<file path="src/rtl/matvec_result_collector.sv">
// Collects the matrix-vector multiplier's per-row results. Each row gets a bias add with
// saturation and an optional activation. Rows are stored in a buffer that is read through a registered port.
module matvec_result_collector #(
  parameter int MAX_ROWS   = 64,
  parameter int DATA_WIDTH = 16,
  parameter int FRAC_BITS  = 12
) (
  input  logic                          clk,
  input  logic                          rst_n,
  input  logic                          start,
  input  logic [$clog2(MAX_ROWS):0]     num_rows,
  input  logic [1:0]                    act_sel,
  input  logic                          bias_write_enable,
  input  logic [$clog2(MAX_ROWS)-1:0]   bias_addr,
  input  logic [DATA_WIDTH-1:0]         bias_in,
  input  logic [DATA_WIDTH-1:0]         result_in,
  input  logic                          result_valid_in,
  input  logic [$clog2(MAX_ROWS)-1:0]   rd_addr,
  output logic [DATA_WIDTH-1:0]         rd_data,
  output logic                          busy,
  output logic                          done
);
  localparam int AW = $clog2(MAX_ROWS);
  localparam int NW = AW + 1;
  localparam logic signed [DATA_WIDTH-1:0] ACT_ONE  = DATA_WIDTH'(1 << FRAC_BITS);
  localparam logic signed [DATA_WIDTH-1:0] ACT_HALF = DATA_WIDTH'(1 << (FRAC_BITS - 1));
  localparam logic signed [DATA_WIDTH-1:0] ACT_NEG_ONE = -ACT_ONE;
  localparam logic signed [DATA_WIDTH-1:0] SAT_MAX = {1'b0, {(DATA_WIDTH-1){1'b1}}};
  localparam logic signed [DATA_WIDTH-1:0] SAT_MIN = {1'b1, {(DATA_WIDTH-1){1'b0}}};

  typedef enum logic {IDLE = 1'b0, COLLECT = 1'b1} state_t;

  state_t                  state_q, state_d;
  logic [NW-1:0]           eff_rows_q, eff_rows_d;
  logic [1:0]              act_q, act_d;
  logic [NW-1:0]           row_idx_q, row_idx_d;
  logic                    s1_valid_q, s1_valid_d;
  logic [DATA_WIDTH-1:0]   s1_data_q, s1_data_d;
  logic [AW-1:0]           s1_row_q, s1_row_d;
  logic                    s1_last_q, s1_last_d;
  logic                    done_q, done_d;
  logic [DATA_WIDTH-1:0]   rd_data_q, rd_data_d;

  logic [DATA_WIDTH-1:0]   bias_mem [MAX_ROWS];
  logic [DATA_WIDTH-1:0]   buf_mem  [MAX_ROWS];

  logic                         bias_we;
  logic [DATA_WIDTH-1:0]        bias_rd;
  logic signed [DATA_WIDTH:0]   sum_wide;
  logic signed [DATA_WIDTH-1:0] sat_x;
  logic signed [DATA_WIDTH-1:0] sig_x;
  logic signed [DATA_WIDTH-1:0] act_y;

  // Bias add at one extra bit, then saturate back into the word before the activation.
  always_comb begin
    bias_rd  = bias_mem[row_idx_q[AW-1:0]];
    sum_wide = {result_in[DATA_WIDTH-1], result_in} + {bias_rd[DATA_WIDTH-1], bias_rd};
    sat_x    = sum_wide[DATA_WIDTH-1:0];
    if (sum_wide[DATA_WIDTH] != sum_wide[DATA_WIDTH-1]) begin
      sat_x = sum_wide[DATA_WIDTH] ? SAT_MIN : SAT_MAX;
    end
    sig_x = (sat_x >>> 2) + ACT_HALF;
    act_y = sat_x;
    case (act_q)
      2'd1: act_y = sat_x[DATA_WIDTH-1] ? '0 : sat_x;
      2'd2: begin
        if (sig_x[DATA_WIDTH-1])  act_y = '0;
        else if (sig_x > ACT_ONE) act_y = ACT_ONE;
        else                      act_y = sig_x;
      end
      2'd3: begin
        if (sat_x > ACT_ONE)          act_y = ACT_ONE;
        else if (sat_x < ACT_NEG_ONE) act_y = ACT_NEG_ONE;
        else                          act_y = sat_x;
      end
      default: act_y = sat_x;
    endcase
  end

  always_comb begin
    state_d    = state_q;
    eff_rows_d = eff_rows_q;
    act_d      = act_q;
    row_idx_d  = row_idx_q;
    s1_valid_d = 1'b0;
    s1_data_d  = s1_data_q;
    s1_row_d   = s1_row_q;
    s1_last_d  = s1_last_q;
    done_d     = 1'b0;
    bias_we    = 1'b0;
    rd_data_d  = buf_mem[rd_addr];
    case (state_q)
      IDLE: begin
        bias_we = bias_write_enable;
        if (start) begin
          eff_rows_d = (num_rows > NW'(MAX_ROWS)) ? NW'(MAX_ROWS) : num_rows;
          act_d      = act_sel;
          row_idx_d  = '0;
          if (eff_rows_d == '0) done_d  = 1'b1;
          else                  state_d = COLLECT;
        end
      end
      COLLECT: begin
        if (result_valid_in && (row_idx_q < eff_rows_q)) begin
          s1_valid_d = 1'b1;
          s1_data_d  = act_y;
          s1_row_d   = row_idx_q[AW-1:0];
          s1_last_d  = ((row_idx_q + NW'(1)) == eff_rows_q);
          row_idx_d  = row_idx_q + NW'(1);
        end
        // Capture ends on the edge that writes the final row.
        if (s1_valid_q && s1_last_q) begin
          state_d = IDLE;
          done_d  = 1'b1;
        end
      end
      default: state_d = IDLE;
    endcase
  end

  always_ff @(posedge clk or negedge rst_n) begin
    if (!rst_n) begin
      state_q    <= IDLE;
      eff_rows_q <= '0;
      act_q      <= '0;
      row_idx_q  <= '0;
      s1_valid_q <= 1'b0;
      s1_data_q  <= '0;
      s1_row_q   <= '0;
      s1_last_q  <= 1'b0;
      done_q     <= 1'b0;
      rd_data_q  <= '0;
    end else begin
      state_q    <= state_d;
      eff_rows_q <= eff_rows_d;
      act_q      <= act_d;
      row_idx_q  <= row_idx_d;
      s1_valid_q <= s1_valid_d;
      s1_data_q  <= s1_data_d;
      s1_row_q   <= s1_row_d;
      s1_last_q  <= s1_last_d;
      done_q     <= done_d;
      rd_data_q  <= rd_data_d;
    end
  end

  // Memories are not reset; the stage-1 valid is, so reset stops further writes.
  always_ff @(posedge clk) begin
    if (s1_valid_q) buf_mem[s1_row_q]   <= s1_data_q;
    if (bias_we)    bias_mem[bias_addr] <= bias_in;
  end

  assign rd_data = rd_data_q;
  assign busy    = (state_q == COLLECT);
  assign done    = done_q;
endmodule

</file>
<file path="config.mk">
export PLATFORM = sky130hd
export DESIGN_NAME = matvec_result_collector
export DESIGN_NICKNAME = d
export VERILOG_FILES = /design/src/rtl/matvec_result_collector.sv
export SDC_FILE = /design/constraint.sdc
export NUM_CORES = 2
export LEC_CHECK = 0
export CAP_MARGIN = 20
export CELL_PAD_IN_SITES_DETAIL_PLACEMENT = 1
export CELL_PAD_IN_SITES_GLOBAL_PLACEMENT = 2
export CORE_AREA = 2 2 452 364
export CTS_CLUSTER_DIAMETER = 150
export DETAILED_ROUTE_END_ITERATION = 7
export DIE_AREA = 0 0 454 366
export PLACE_DENSITY = 0.79
export SYNTH_ARGS = -nofsm -noshare
export SYNTH_HDL_FRONTEND = slang
export SYNTH_SLANG_ARGS = --single-unit
</file>
<file path="constraint.sdc">
create_clock -name clk -period 7.6 [get_ports clk]
set_clock_uncertainty 0.15 [all_clocks]
set_input_delay 1.52 -clock clk [delete_from_list [all_inputs] [get_ports clk]]
set_output_delay 1.52 -clock clk [all_outputs]
set_load 0.02 [all_outputs]
</file>
# After elaboration in Yosys (flattened, before gate mapping)
# Memory sizes are Yosys's and may differ from the RTL's. A register that Yosys moved wholly into a read port is not among the register bits.
# Cells that the tools add are included.
[totals]
n_memories = 2
ramBits = 2048
ff_bits = 42
elab_cells = 61
out_inout_bits = 18
in_bits = 58
[op_classes]
n_lt_le_gt_ge = 5
reduce_logical = 7
mux = 27
eq_ne = 7
add_sub_neg = 3
bitwise = 1
[mem_list]
columns = ["memory", "depth", "width", "rd", "rd_clocked_by_memory_dff", "wr", "line_no", "source"]
rows = [
  ["bias_mem", 64, 16, 1, 0, 1, "44", "logic [DATA_WIDTH-1:0] bias_mem [MAX_ROWS];"],
  ["buf_mem", 64, 16, 1, 1, 1, "45", "logic [DATA_WIDTH-1:0] buf_mem [MAX_ROWS];"],
]
[op_table]
columns = ["operator", "n"]
rows = [
  ["$mux 16", 4],
  ["$pmux 16 s3", 1],
  ["$mux 15", 3],
  ["$mux 7", 3],
  ["$add 16x16->17", 1],
  ["$gt 16x14->1 const B", 1],
  ["$lt 16x13->1 const B", 1],
  ["$add 14x13->15 const B", 1],
  ["$gt 15x14->1 const B", 1],
  ["$pmux 7 s2", 1],
  ["$mux 1", 13],
  ["$add 7x1->7 const B", 1],
  ["$eq 7x7->1", 1],
  ["$gt 7x7->1 const B", 1],
  ["$logic_not 7->1", 1],
  ["$lt 7x7->1", 1],
  ["$reduce_and 2->1", 3],
  ["$eq 2x2->1 const B", 2],
  ["$pmux 1 s2", 2],
  ["$eq 2x1->1 const B", 1],
  ["$logic_and 1x1->1", 2],
  ["$ne 2x1->1 const B", 1],
  ["$ne 2x2->1 const B", 1],
  ["$logic_not 1->1", 1],
  ["other kinds (2)", 2],
]

# Logic depth before layout (Yosys ltp)
# An unclocked memory read counts as a cell.
[logic_depth]
depth_word = 9
depth_mapped = 22
ltp_nobuf = 19

# Worst setup path before layout
# No wires, ideal clock.
[synth_path]
path_type = "flip-flop to flip-flop"
startpoint = "register row_idx_q[0]"
endpoint = "register s1_data_q[4]"
setup_slack_ns = 1.614
setup_ns = 0.141
period_less_slack_ns = 5.986
stages_incl_launch_ff = 22
path_buffers = 5
t_required_ns = 7.309
arrival_time_ns = 5.695
path_cell_list = "dfrtp_1 -> clkbuf_1 -> clkbuf_1 -> buf_1 -> mux4_2 -> mux4_2 -> mux4_2 -> ha_1 -> clkbuf_2 -> a21o_1 -> a31o_1 -> a311oi_2 -> nand2_2 -> mux2_4 -> a21o_1 -> or2_1 -> o2111ai_1 -> ha_1 -> nor3_1 -> a311oi_2 -> buf_6 -> o221ai_1"
[synth_between]
elab_chain_len = 9
elab_cells_between_ends = 18
classes_between = "2 x add/sub; 4 x order compare; 1 x eq/ne; 8 x mux; 2 x reduce/logical; 1 x memory"
[synth_rtl]
columns = ["element", "line_no", "source"]
rows = [
  ["from (decl)", "36", "logic [NW-1:0] row_idx_q, row_idx_d;"],
  ["from (signal assigned)", "137", "row_idx_q <= row_idx_d;"],
  ["$mem_v2 64x16", "--", ""],
  ["$add 16x16->17", "57", "sum_wide = {result_in[DATA_WIDTH-1], result_in} + {bias_rd[DATA_WIDTH-1], bias_rd};"],
  ["$mux 16 / $ne 1x1->1 (equally long branches)", "60, 59", ""],
  ["$mux 16", "59", "if (sum_wide[DATA_WIDTH] != sum_wide[DATA_WIDTH-1]) begin"],
  ["$add 14x13->15", "62", "sig_x = (sat_x >>> 2) + ACT_HALF;"],
  ["$gt 15x14->1", "68", "else if (sig_x > ACT_ONE) act_y = ACT_ONE;"],
  ["$mux 15", "68", ""],
  ["$mux 15", "67", "if (sig_x[DATA_WIDTH-1]) act_y = '0;"],
  ["$pmux 16 s3", "64", "case (act_q)"],
  ["to (signal assigned)", "139", "s1_data_q <= s1_data_d;"],
  ["to (decl)", "38", "logic [DATA_WIDTH-1:0] s1_data_q, s1_data_d;"],
]
# Parallel ways exist; a longest one is shown, timed or not.
# A chain may end at the register's enable or synchronous reset.

# Worst setup path after layout
[layout_path]
startpoint = "register row_idx_q[0]"
endpoint = "register s1_data_q[7]"
# Same word-level chain as after synthesis.

==> summary.md <==
| Metric | Value |
|---|---|
| Area of the multi-input gates | `18580 um2` |
| Leakage | `29.14 nW` |
| CP Launch Point | `row_idx_q[0]$_DFFE_PN0P_` |
| Fin. max-slew vios | `0` |
| Port bufs | `75` |
| Fmax achieved | `144.1 MHz` |
| Wirelength per Cell | `34.39 um` |
| Layout area overhead | `13.93%` |
| Grt ovf | `0` |
| Startpoint types | `flop` |
| FF+latch area | `62990 um2` |
| Starting density of the core | `0.5085` |
| Logic pwr share | `0.234` |
| Post-route DRC | `0` |
| Reg-to-reg endpoint | `s1_data_q[7]$_DFFE_PN0P_` |
| # fillers | `13.19k` |
| Synthesized instance count | `3515` |
| CTS resizes | `0` |
| Ys Warns | `0` |
| Psw | `9.099 mW` |
| Final worst path period share | `0.9130` |
| Worst Hold Launch | `eff_rows_q[0]$_DFFE_PN0P_` |
| Number of global-route vias before repair | `40.60k` |
| Combinational family with the most area after synthesis | `multiplexers` |
| Async S/R FF share, synth | `0.02754` |
| DR vias | `39.51k` |
| Layout cell share with drive strength beyond 1 | `0.3297` |
| Setup tns final | `0 ps` |
| Crit path DAT | `7450 ps` |
| Pint | `22.24 mW` |
| R2r worst-path depth | `18` |
| Postcts setup bufs | `0` |
| Avg Inst Size Synth | `23.35 um2` |
| Worst slew margin | `0.1914` |
| Required @ worst endpoint | `8110 ps` |
| Clock sink count | `2106` |
| Rows | `132` |
| Count of cell types in the netlist | `78` |
| Antenna violations before repair | `24` |
| CTS H-tree lvls | `4` |
| PD cells | `335.2 nW/um2` |
| Setup CP Type | `flop to flop` |
| Synth Register Bits | `2106` |
| Reg clk slew, reported paths | `70 ps` |
| Dpl ws | `873.0 ps` |
| 1st-pass router iterations | `5` |
| Clock buffer depth | `3` |
| Setup-failing EPs final | `0` |
| Clk_lat worst skew | `810 ps` |
| RSZ-0062 raised after global routing | `false` |
| Core ar. | `161400 um2` |
| Via density | `6.449` |
| Hold depth | `2` |
| Die Ht | `366 um` |
| Reg2reg setup slack | `660 ps` |
| Worst slew pin tran | `1212 ps` |
| Critical Path Fanout Max | `40` |
| Commonest non-fill, non-tap cell in the layout | `edfxtp_1` |
| Overall power | `31.34 mW` |
| Commonest cells after routing, fill and taps aside | `2048 x edfxtp_1, 672 x mux4_2, 202 x clkbuf_16` |
| Placer Congestion | `0.8197` |
| Clk pwr share | `0.313` |
| Synth Area in Compound Gates | `0.01154` |
| Synth Cell Area | `82060 um2` |
| Number of synthesized flops with an enable pin | `2048` |
| Sequential power share | `0.453` |
| Clock Tree Root | `clkbuf_16` |
| Initial DRC count | `5427` |
| Multiplexer share of the synthesized area | `0.1849` |
| Largest net degree at the start of global routing | `95` |
| DP HPWL | `121700 um` |
| Crit. End Element | `flop` |
| Post-CTS Hold Buffers | `0` |
| Synth Area in Simple Gates | `0.02019` |
| Ys flop type | `edfxtp_1` |
| Post-Synth XOR/XNOR Area | `0.002119` |
| GRT Util Overall | `0.2579` |
| Switch share | `0.2904` |
| CTS Buf Count | `199` |
| Number of I/O pins | `76` |
| Status | `complete, no violations` |
| Worst Hold Class | `flop to flop` |
| Peak supply drop | `0.2682 mV` |
| Hold path endpoint | `eff_rows_q[0]$_DFFE_PN0P_` |
| Max Cap Violations | `0` |
| Post-route setup slack | `660.9 ps` |
| Die X | `454 um` |
| Final Hold Fails | `0` |
| Syn nets | `3600` |
| Final wirelength | `210700 um` |
| Seq/Total Area, Yosys | `0.7671` |
| Minimum clock period | `6939 ps` |
| Final net count | `3889` |
| Die ar. | `166200 um2` |
| DRT antenna net count | `0` |
| Worst flop-to-flop path startpoint | `row_idx_q[0]$_DFFE_PN0P_` |
| CTS tree | `done` |
| Post-Synth Adder-Cell Area | `0.004574` |
| First-pass GRT wire length | `303300 um` |
kinds of logic after synthesis:
kind of cell,Yosys count
buf+inv,198
compound gates,131
fa+ha+maj,30
flops,2106
simple gates,356
xor+xnor,19
mux,675
cell type report:
class                           instances  share of cell area
Antenna cell                            9           0.0002409
Clock buffer                          274             0.05814
Clock inverter                         96             0.01049
Inverter                               15           0.0006022
Multi-Input combinational cell       1211              0.1987
Sequential cell                      2106              0.6737
Tap cell                             2144             0.02869
Timing Repair Buffer                  271             0.02944
registers in the layout, summed over array words and instances, names as in the netlist:
signal,cells
act_q,2
bias_mem,1024
buf_mem,1024
busy,1
done,1
eff_rows_q,7
rd_data,16
row_idx_q,7
s1_data_q,16
s1_last_q,1
s1_row_q,6
s1_valid_q,1
worst max-delay path by stage:
stage	end	slack, ps	depth (start not counted)
3_3_place_gp	s1_data_q[9]$_DFFE_PN0P_	940	18
6_report	s1_data_q[7]$_DFFE_PN0P_	660	18
5_1_grt	s1_data_q[7]$_DFFE_PN0P_	300	18
3_5_place_dp	s1_data_q[7]$_DFFE_PN0P_	870	18
2_1_floorplan	s1_data_q[4]$_DFFE_PN0P_	1610	21
4_1_cts	s1_data_q[7]$_DFFE_PN0P_	720	18
synthesized netlist by cell type (3+ instances only):
master	count	share of area
a21oi_1	23	0.0014
nand3b_1	14	0.0013
nor4b_1	3	0.00032
xor2_1	8	0.00085
nand2_1	82	0.0038
nor2_1	162	0.0074
ha_1	26	0.0040
buf_2	20	0.0012
a311oi_2	3	0.00055
o21ai_0	34	0.0021
inv_1	14	0.00064
nand3_1	19	0.0012
and3_1	5	0.00038
o221ai_1	8	0.00085
edfxtp_1	2048	0.75
maj3_1	3	0.00037
and2_1	3	0.00023
a21o_1	10	0.00091
nand4_1	9	0.00069
buf_1	38	0.0017
a211oi_1	7	0.00064
xnor2_1	10	0.0011
o22ai_1	3	0.00023
or3_1	3	0.00023
nor4_1	5	0.00038
o21a_1	9	0.00082
nand2b_1	11	0.00084
mux4_2	672	0.18
nor2b_1	9	0.00069
nor3_1	11	0.00067
clkbuf_1	122	0.0056
o211ai_2	4	0.00061
o21ai_1	4	0.00024
o211ai_1	3	0.00027
dfrtp_1	58	0.018
metal layers:
| metal | up-vias | track usage | wire length, um |
|---|---|---|---|
| li1 | 15630 | - | - |
| met1 | 21490 | 0.4059 | 88300 |
| met2 | 2122 | 0.3759 | 96700 |
| met3 | 254 | 0.05479 | 21870 |
| met4 | 14 | 0.05565 | 3688 |
| met5 | - | 0 | 96 |
power by group through the flow:
stage	registers, mW	logic [mW]	clock network, mW
after CTS	14.6	6.79	9.95
after floorplan	14.4	4.52	0
after global routing	14.2	7.81	10.4
after global placement	14.8	6.58	0
after detailed placement	14.9	6.74	0
final	14.2	7.33	9.82
critical path, cell delays in order, from the launching register on:
cell and delay (ps):
dfrtp_4 750, buf_12 360, mux4_2 560, mux4_2 610
mux4_2 580, ha_1 380, and2_1 210, a21o_1 270
nor3_1 480, nor2_1 130, xor2_1 360, a21boi_1 310
or2_1 240, o2111ai_1 140, ha_1 420, nor3_1 90
a311oi_2 260, buf_4 240, o221ai_1 140
through the flow:
step           cells    util  cell area (um2)  hold slack [ps]
6_report        6126  0.5794            93490            362.0
5_1_grt         6117  0.5793            93470            361.3
4_1_cts         6095  0.5766            93040            339.7
3_5_place_dp    5725  0.5369            86630            341.7
3_3_place_gp    5716  0.5356            86430            349.6
2_1_floorplan   3515       -            82060            306.3
Note: power is estimated with default switching activity, not from simulation.
